File: src/rtl/exec_ctrl_pkg.sv
// Shared encodings for the run/step/halt sequencer: FSM states, host
// command opcodes, halt cause codes and the EBREAK instruction word.
package exec_ctrl_pkg;

    typedef logic [2:0] state_t;
    typedef logic [1:0] cmd_op_t;
    typedef logic [2:0] halt_cause_t;

    localparam state_t ST_IDLE = 3'd0;
    localparam state_t ST_LOAD = 3'd1;
    localparam state_t ST_CRST = 3'd2;
    localparam state_t ST_RUN  = 3'd3;
    localparam state_t ST_STEP = 3'd4;

    localparam cmd_op_t OP_RUN  = 2'b00;
    localparam cmd_op_t OP_STEP = 2'b01;
    localparam cmd_op_t OP_HALT = 2'b10;
    localparam cmd_op_t OP_LOAD = 2'b11;

    localparam halt_cause_t CAUSE_RESET     = 3'd0;
    localparam halt_cause_t CAUSE_HOST      = 3'd1;
    localparam halt_cause_t CAUSE_EBREAK    = 3'd2;
    localparam halt_cause_t CAUSE_BKPT      = 3'd3;
    localparam halt_cause_t CAUSE_STEP      = 3'd4;
    localparam halt_cause_t CAUSE_LOAD_DONE = 3'd5;

    localparam logic [31:0] EBREAK_INSN = 32'h0010_0073;

endpackage

File: src/rtl/imem_loader.sv
// Streams host program words into instruction memory. The word count is
// clamped to the memory depth, and a done pulse marks the final handshake.
module imem_loader
    import exec_ctrl_pkg::*;
#(
    parameter int XLEN    = 32,
    parameter int IMEM_AW = 6
) (
    input  logic               i_clk,
    input  logic               i_reset,
    input  logic               i_start,
    input  logic [XLEN-1:0]    i_count,
    input  logic               i_active,
    input  logic               i_ld_valid,
    input  logic [XLEN-1:0]    i_ld_data,
    output logic               o_ld_ready,
    output logic               o_we,
    output logic [IMEM_AW-1:0] o_waddr,
    output logic [XLEN-1:0]    o_wdata,
    output logic               o_done
);

    localparam int DEPTH = 2 ** IMEM_AW;

    logic [IMEM_AW:0] r_count;
    logic [IMEM_AW:0] r_target;
    logic [IMEM_AW:0] w_clamp;

    // Requests longer than the memory are cut to its depth so the address never wraps.
    always_comb begin
        w_clamp = i_count[IMEM_AW:0];
        if (i_count > XLEN'(DEPTH)) begin
            w_clamp = (IMEM_AW+1)'(DEPTH);
        end
    end

    // Word counter restarts on each LOAD command and advances once per accepted word.
    always_ff @(posedge i_clk or posedge i_reset) begin
        if (i_reset) begin
            r_count  <= '0;
            r_target <= '0;
        end else if (i_start) begin
            r_count  <= '0;
            r_target <= w_clamp;
        end else if (o_we) begin
            r_count <= r_count + (IMEM_AW+1)'(1);
        end
    end

    assign o_ld_ready = i_active;
    assign o_we       = i_active && i_ld_valid;
    assign o_waddr    = r_count[IMEM_AW-1:0];
    assign o_wdata    = i_ld_data;
    assign o_done     = o_we && (r_count == (r_target - (IMEM_AW+1)'(1)));

endmodule

File: src/rtl/exec_ctrl.sv
// Run/step/halt sequencer for the single-cycle RV32 datapath. Owns the
// datapath clock enable and core reset, the step counter and the count of
// committed cycles, and hands program loading to imem_loader.
module exec_ctrl
    import exec_ctrl_pkg::*;
#(
    parameter int XLEN    = 32,
    parameter int IMEM_AW = 6
) (
    input  logic               i_clk,
    input  logic               i_reset,
    input  logic               i_cmd_valid,
    output logic               o_cmd_ready,
    input  logic [1:0]         i_cmd_op,
    input  logic [XLEN-1:0]    i_cmd_arg,
    input  logic               i_ld_valid,
    output logic               o_ld_ready,
    input  logic [XLEN-1:0]    i_ld_data,
    output logic               o_imem_we,
    output logic [IMEM_AW-1:0] o_imem_waddr,
    output logic [XLEN-1:0]    o_imem_wdata,
    output logic               o_core_en,
    output logic               o_core_rst,
    input  logic [XLEN-1:0]    i_pc,
    input  logic [XLEN-1:0]    i_instruction,
    input  logic               i_bp_en,
    input  logic [XLEN-1:0]    i_bp_addr,
    output logic               o_halted,
    output logic [2:0]         o_halt_cause,
    output logic [XLEN-1:0]    o_retired
);

    state_t      r_state;
    state_t      w_next_state;
    halt_cause_t r_cause;
    halt_cause_t w_next_cause;
    logic [XLEN-1:0] r_step;
    logic [XLEN-1:0] r_retired;
    logic            r_first;

    logic w_idle;
    logic w_active;
    logic w_cmd_fire;
    logic w_ebreak;
    logic w_bkpt;
    logic w_host;
    logic w_stop;
    logic w_load_start;
    logic w_load_done;

    assign w_idle   = (r_state == ST_IDLE);
    assign w_active = (r_state == ST_RUN) || (r_state == ST_STEP);

    // While executing only HALT is accepted; loading and core reset refuse commands.
    always_comb begin
        o_cmd_ready = 1'b0;
        if (w_idle) begin
            o_cmd_ready = 1'b1;
        end else if (w_active) begin
            o_cmd_ready = (i_cmd_op == OP_HALT);
        end
    end

    assign w_cmd_fire   = i_cmd_valid && o_cmd_ready;
    assign w_load_start = w_idle && w_cmd_fire && (i_cmd_op == OP_LOAD) && (i_cmd_arg != '0);

    // The breakpoint is ignored on the first executing cycle so a resume can leave it.
    assign w_ebreak = w_active && (i_instruction == XLEN'(EBREAK_INSN));
    assign w_bkpt   = w_active && i_bp_en && (i_pc == i_bp_addr) && !r_first;
    assign w_host   = w_active && w_cmd_fire && (i_cmd_op == OP_HALT);
    assign w_stop   = w_ebreak || w_bkpt || w_host;

    assign o_core_en    = w_active && !w_stop;
    assign o_core_rst   = i_reset || (r_state == ST_LOAD) || (r_state == ST_CRST);
    assign o_halted     = w_idle;
    assign o_halt_cause = r_cause;
    assign o_retired    = r_retired;

    imem_loader #(
        .XLEN    (XLEN),
        .IMEM_AW (IMEM_AW)
    ) u_loader (
        .i_clk      (i_clk),
        .i_reset    (i_reset),
        .i_start    (w_load_start),
        .i_count    (i_cmd_arg),
        .i_active   (r_state == ST_LOAD),
        .i_ld_valid (i_ld_valid),
        .i_ld_data  (i_ld_data),
        .o_ld_ready (o_ld_ready),
        .o_we       (o_imem_we),
        .o_waddr    (o_imem_waddr),
        .o_wdata    (o_imem_wdata),
        .o_done     (w_load_done)
    );

    // Next state and halt cause; stop reasons are ranked EBREAK, breakpoint, host, step.
    always_comb begin
        w_next_state = r_state;
        w_next_cause = r_cause;
        case (r_state)
            ST_IDLE: begin
                if (w_cmd_fire) begin
                    case (i_cmd_op)
                        OP_RUN:  w_next_state = ST_RUN;
                        OP_STEP: w_next_state = ST_STEP;
                        OP_LOAD: w_next_state = (i_cmd_arg == '0) ? ST_CRST : ST_LOAD;
                        default: w_next_state = ST_IDLE;
                    endcase
                end
            end
            ST_LOAD: begin
                if (w_load_done) begin
                    w_next_state = ST_CRST;
                end
            end
            ST_CRST: begin
                w_next_state = ST_IDLE;
                w_next_cause = CAUSE_LOAD_DONE;
            end
            ST_RUN, ST_STEP: begin
                if (w_ebreak) begin
                    w_next_state = ST_IDLE;
                    w_next_cause = CAUSE_EBREAK;
                end else if (w_bkpt) begin
                    w_next_state = ST_IDLE;
                    w_next_cause = CAUSE_BKPT;
                end else if (w_host) begin
                    w_next_state = ST_IDLE;
                    w_next_cause = CAUSE_HOST;
                end else if ((r_state == ST_STEP) && (r_step == XLEN'(1))) begin
                    w_next_state = ST_IDLE;
                    w_next_cause = CAUSE_STEP;
                end
            end
            default: begin
                w_next_state = ST_IDLE;
            end
        endcase
    end

    // State, cause and first-cycle flag registers.
    always_ff @(posedge i_clk or posedge i_reset) begin
        if (i_reset) begin
            r_state <= ST_IDLE;
            r_cause <= CAUSE_RESET;
            r_first <= 1'b0;
        end else begin
            r_state <= w_next_state;
            r_cause <= w_next_cause;
            r_first <= w_idle && w_cmd_fire &&
                       ((i_cmd_op == OP_RUN) || (i_cmd_op == OP_STEP));
        end
    end

    // Step budget loads on STEP (zero means one) and counts down per committed cycle.
    always_ff @(posedge i_clk or posedge i_reset) begin
        if (i_reset) begin
            r_step <= '0;
        end else if (w_idle && w_cmd_fire && (i_cmd_op == OP_STEP)) begin
            r_step <= (i_cmd_arg == '0) ? XLEN'(1) : i_cmd_arg;
        end else if ((r_state == ST_STEP) && o_core_en) begin
            r_step <= r_step - XLEN'(1);
        end
    end

    // Committed-cycle counter, cleared when a new program load is accepted.
    always_ff @(posedge i_clk or posedge i_reset) begin
        if (i_reset) begin
            r_retired <= '0;
        end else if (w_idle && w_cmd_fire && (i_cmd_op == OP_LOAD)) begin
            r_retired <= '0;
        end else if (o_core_en) begin
            r_retired <= r_retired + XLEN'(1);
        end
    end

endmodule

File: config.mk
export PLATFORM = sky130hd
export DESIGN_NAME = exec_ctrl
export DESIGN_NICKNAME = d
export VERILOG_FILES = /design/src/rtl/exec_ctrl_pkg.sv /design/src/rtl/imem_loader.sv /design/src/rtl/exec_ctrl.sv
export SDC_FILE = /design/constraint.sdc
export NUM_CORES = 1
export LEC_CHECK = 0
export BUFFER_PORTS_ARGS = -buffer_cell sky130_fd_sc_hd__buf_2
export CAP_MARGIN = 5
export CORE_MARGIN = 2
export CORE_UTILIZATION = 25
export CTS_BUF_LIST = sky130_fd_sc_hd__clkbuf_2
export CTS_CLUSTER_DIAMETER = 100
export CTS_CLUSTER_SIZE = 8
export DETAILED_ROUTE_END_ITERATION = 10
export SYNTH_ARGS = -nofsm -noshare
export SYNTH_HDL_FRONTEND = slang
export SYNTH_SLANG_ARGS = --single-unit
File: constraint.sdc
create_clock -name i_clk -period 5.4 [get_ports i_clk]
set_input_delay 1.08 -clock i_clk [delete_from_list [all_inputs] [get_ports i_clk]]
set_output_delay 1.08 -clock i_clk [all_outputs]
set_load 0.005 [all_outputs]
# After elaboration in Yosys (flattened, before gate mapping)
# Index checks and enable logic that the tools add are counted.
# totals
register_bits	85
inputBits	167
output_inout_bits	79
elab_cells	86
# classes
add_sub_neg	4
magnitude_cmp	1
eq_ne	14
mux	24
reduce_logical	36
# op_table
op	count
32-bit two-way mux	5
32-bit by 1-bit adder with 32-bit output (second input constant)	1
32-bit by 1-bit equality test with 1-bit output (second input constant)	1
32-bit by 21-bit equality test with 1-bit output (second input constant)	1
32-bit equality test	1
32-bit by 7-bit > comparator with 1-bit output (second input constant)	1
32-bit zero test	1
32-bit nonzero test	1
32-bit by 1-bit subtractor with 32-bit output (second input constant)	1
3-bit two-way mux	10
7-bit two-way mux	3
3-bit case mux with 3 select lines	2
1-bit logical AND	17
2-bit nonzero test	4
7-bit by 1-bit adder with 7-bit output (second input constant)	1
7-bit equality test	1
7-bit by 1-bit subtractor with 7-bit output (second input constant)	1
3-bit by 2-bit equality test with 1-bit output (second input constant)	2
1-bit logical OR	6
3-bit case mux with 2 select lines	1
5-bit != test (second input constant)	1
2-bit equality test (second input constant)	2
3-bit by 1-bit equality test with 1-bit output (second input constant)	1
3-bit equality test (second input constant)	1
other kinds (11)	13

# Longest topological paths before layout
# depth
depth_word	13
depth_mapped	10
mapped_depth_nobuf	9

# Hierarchy
# From an unflattened synthesis, not the netlist that was laid out.
# unflattened
cells_unflattened	668
hier_area_um2	5854.4
# modules_own_cells
module	instances	cells_each	area_each_um2	seq_area_each_um2
exec_ctrl	1	536	4698.3	1776.7
imem_loader	1	132	1156.1	350.3

# Least setup slack after synthesis
# OpenSTA, ideal clock, no wires.
# synth_path
path_type	input -> output
startpoint	input i_reset
endpoint	output o_core_rst
arrival_ns	3.235
required_time_ns	4.320
slack_ns	1.085
cell_stages	2
n_path_buf	0
cell_sequence	inv_1 -> o21ai_0
# synth_via
elab_chain_len	2
# synth_rtl
item	line_no	text
from (decl)	exec_ctrl.sv:11	input logic i_reset,
1-bit logical OR (2 in a row)	exec_ctrl.sv:74	assign o_core_rst = i_reset || (r_state == ST_LOAD) || (r_state == ST_CRST);
to (decl)	exec_ctrl.sv:23	output logic o_core_rst,
# No other way between the ends.

# Worst setup path after layout
# layout_path
startpoint	input i_instruction[19]
endpoint	output o_core_en
# layout_via
elab_chain_len	6
# layout_rtl
item	line_no	text
from (decl)	exec_ctrl.sv:25	input logic [XLEN-1:0] i_instruction,
32-bit by 21-bit equality test with 1-bit output	exec_ctrl.sv:68	assign w_ebreak = w_active && (i_instruction == XLEN'(EBREAK_INSN));
1-bit logical AND	exec_ctrl.sv:68	
1-bit logical OR (2 in a row)	exec_ctrl.sv:71	assign w_stop = w_ebreak || w_bkpt || w_host;
1-bit zero test	exec_ctrl.sv:73	assign o_core_en = w_active && !w_stop;
1-bit logical AND	exec_ctrl.sv:73	
to (decl)	exec_ctrl.sv:22	output logic o_core_en,
# No other way between the ends.

==> results.cfg <==
[outcome]
status = completed

[synthesis]
synth_edf_count = 0
synth_warnings = 0
yosysTopAreaCell = dfrtp_1
synthTopCellsByArea = dfrtp_1, xnor2_1, buf_4, xor2_1, nor2_1
syn_nets = 822
syn_inst = 650
synthDistinctLibCells = 67
synthDominantCellAreaShare_pct = 36.9
syn_area_sq_mm = 0.00577
avgSynthCellArea_sq_um = 8.88
synth_flop_cell = dfrtp_1
yosysSeqAreaShare_pct = 36.9
ys_ff_latch = 85
async_flop_share_pct = 100

[die]
die_area_sq_mm = 0.0243
pin_count = 246
die_x_um = 156
row_count = 55
start_util_pct = 25.5
die_h_um = 156
fp.coreArea_sq_mm = 0.0226

[timing]
slew_violations = 0
tightest_slew_ns = 1.11
layout_worst_path_cycle_share_pct = 72.8
setup_viol = 0
fin_tns_setup_ns = 0
hold_violations = 0
slew_headroom_pct = 25.8
grt_setup_unrepaired = no
fin_crit_ns = 3.93
skew_ns = 0.0243
max_clock_freq_ghz = 0.254

[critical_path]
crit_path_start_kind = input port
max_stage_delay_ns = 0.58
setup.worst_path.end_class = output port
worstPathCellList = buf_2, nor4b_1, nand4_1, nor3_2, nor3_1, nor2b_1, buf_2
crit_path_frequent_cell = buf_2
arrival_ns = 2.85
worst_path_max_delay_cell = nor3_2
crit_type = in -> out
required_ns = 4.32
path_max_fanout = 10

[clocking]
cts_made_buffers = 9
postCtsSetupBuffers = 0
h-tree-depth = 3
clock_latency_ns = 0.59
clk_pin_slew_worst_paths_ns = 0.24
root_buffer = clkbuf_2
postCtsHoldBufs = 0
cts_resized = 0
cts_sinks = 85
clock_path_buffers = 2
cts_tree = done

[global_route]
antenna_found_initial = 5
grt-ovfl-total = 0
track_usage_pct = 13.7
grt_max_degree = 54
grt_pass1_wl_mm = 26.1
first_global_vias = 5015

[flow_run]
drv_cap = 0

[power]
peakVddDrop_mv = 0.116
power_leakage_nw = 2.89
powerDensity_mw_per_mm2 = 343
p_clk_share_pct = 18.8
p_sw_share_pct = 38.9
p_switching_mw = 0.915
pwr-share-comb_pct = 36.3
internal-power_mw = 1.44
power_mw = 2.35
seqPwrFrac_pct = 44.9

[routing]
postRouteAntennaNets = 0
vias_per_cell = 4.93
drc = 0
num_vias = 5300
first_pass_iters = 5
drtIter0Drc = 280
drt_wl_total_mm = 16.8
wl_per_cell_um = 15.6

[min_path]
hold_class = in -> async

[final_layout]
syn_to_final_growth_pct = 18.8
nNetsFinal = 955
drive_above_1_share_pct = 29.9

[place]
globalplace.congestion = 0.804
hpwl_mm = 12.6
port_buffers = 181
[Yosys cell counts (3+ instances only)]
| cell | n |
|---|---|
| o311a_1 | 3 |
| nor4_1 | 28 |
| nor3b_1 | 3 |
| or3_1 | 18 |
| nand4b_1 | 3 |
| nor4_2 | 8 |
| inv_1 | 18 |
| o21ai_1 | 7 |
| buf_4 | 39 |
| buf_2 | 9 |
| a311oi_1 | 5 |
| mux2i_1 | 7 |
| nand3_1 | 27 |
| nand2_1 | 49 |
| nor4b_1 | 3 |
| or4_1 | 8 |
| nor4b_2 | 3 |
| ha_1 | 5 |
| nand4_1 | 20 |
| nor2_1 | 62 |
| a31oi_1 | 5 |
| a211oi_1 | 4 |
| xor2_1 | 33 |
| nor3_1 | 19 |
| nand2b_1 | 4 |
| clkbuf_1 | 16 |
| o211ai_1 | 8 |
| and2_1 | 4 |
| o21ai_0 | 26 |
| dfrtp_1 | 85 |
| xnor2_1 | 42 |
| nor4_4 | 3 |
| o31ai_1 | 4 |
| a21oi_1 | 23 |
| and3_1 | 5 |
| or2_2 | 3 |
[routing by layer]
metal	wire length, um	track usage [%]	share of wire, %
met1	7360	17.4	44
met2	7950	22.9	47
met3	1140	3.17	6.8
met4	301	4.89	1.8
met5	22	0	0.13
[metrics by stage]
step	setup WS, ns	instance area, sq um	utilization, %	std cells	hold slack (ns)
after detailed placement	1.43	6690	29.5	1057	0.487
after floorplan	1.08	5770	-	650	0.451
after global routing	1.18	6850	30.3	1075	0.495
after CTS	1.36	6840	30.2	1072	0.457
after global placement	1.47	6690	29.5	1057	0.471
final	1.47	6850	30.3	1076	0.514
[layout make-up]
| type | count | area (sq um) |
|---|---|---|
| Fill cell | 2405 | 15800 |
| Clock inverter | 6 | 111 |
| Inverter | 18 | 68.8 |
| Clock buffer | 9 | 45.0 |
| Antenna cell | 4 | 10.0 |
| Tap cell | 285 | 357 |
| Timing Repair Buffer | 187 | 951 |
| Sequential cell | 85 | 2130 |
| Multi-Input combinational cell | 482 | 3180 |
[power groups by stage]
stage / registers (mW) / clock network, mW / logic [mW]
after floorplan: 1.00 / 0 / 0.632
after global placement: 1.06 / 0 / 0.849
after detailed placement: 1.07 / 0 / 0.859
after CTS: 1.06 / 0.463 / 0.863
after global routing: 1.10 / 0.484 / 0.967
final: 1.06 / 0.443 / 0.854
[final timing paths]
path / cells past startpoint / slack [ns] / start / end
setup / recovery: 7 / 1.47 / i_instruction[19] / o_core_en
hold / removal: 2 / 0.51 / i_reset / o_retired[6]$_DFFE_PP0P_
setup reg to reg: 6 / 2.31 / r_step[5]$_DFFE_PP0P_ / r_step[20]$_DFFE_PP0P_
hold reg to reg: 1 / 0.52 / r_step[22]$_DFFE_PP0P_ / r_step[22]$_DFFE_PP0P_
max in group asynchronous: 3 / 3.75 / i_reset / r_step[6]$_DFFE_PP0P_
min in group i_clk: 1 / 0.52 / r_step[22]$_DFFE_PP0P_ / r_step[22]$_DFFE_PP0P_
[registers in the layout (all words and copies together), names as in the netlist]
signal / flops
o_halt_cause: 3
o_retired: 32
r_first: 1
r_state: 3
r_step: 32
u_loader.r_count: 7
u_loader.r_target: 7
[cell families after synthesis]
kind of cell / after synthesis / synth area share (%)
adder cells (fa/ha/maj): 5 / 1.08
buffers and inverters: 83 / 8.26
AO/OA/AOI/OAI: 102 / 11.3
multiplexers: 8 / 1.41
flip-flops: 85 / 36.9
AND/OR/NAND/NOR: 292 / 29.7
XOR/XNOR: 75 / 11.4
[placed cells by master, fill, tap and decap left out, drive strengths merged, types with 20 or more instances in the layout]
| cell | n |
|---|---|
| a21oi | 23 |
| buf | 187 |
| dfrtp | 85 |
| nand2 | 50 |
| nand3 | 27 |
| nand4 | 20 |
| nor2 | 62 |
| nor3 | 20 |
| nor4 | 39 |
| o21ai | 33 |
| or3 | 20 |
| xnor2 | 42 |
| xor2 | 33 |
[worst max-delay path, delay by kind of cell]
family	cells	cell delay, ns
buffers and inverters	2	0.27
AND/OR/NAND/NOR	5	1.49
No activity file was read; power rests on OpenSTA's default activity.
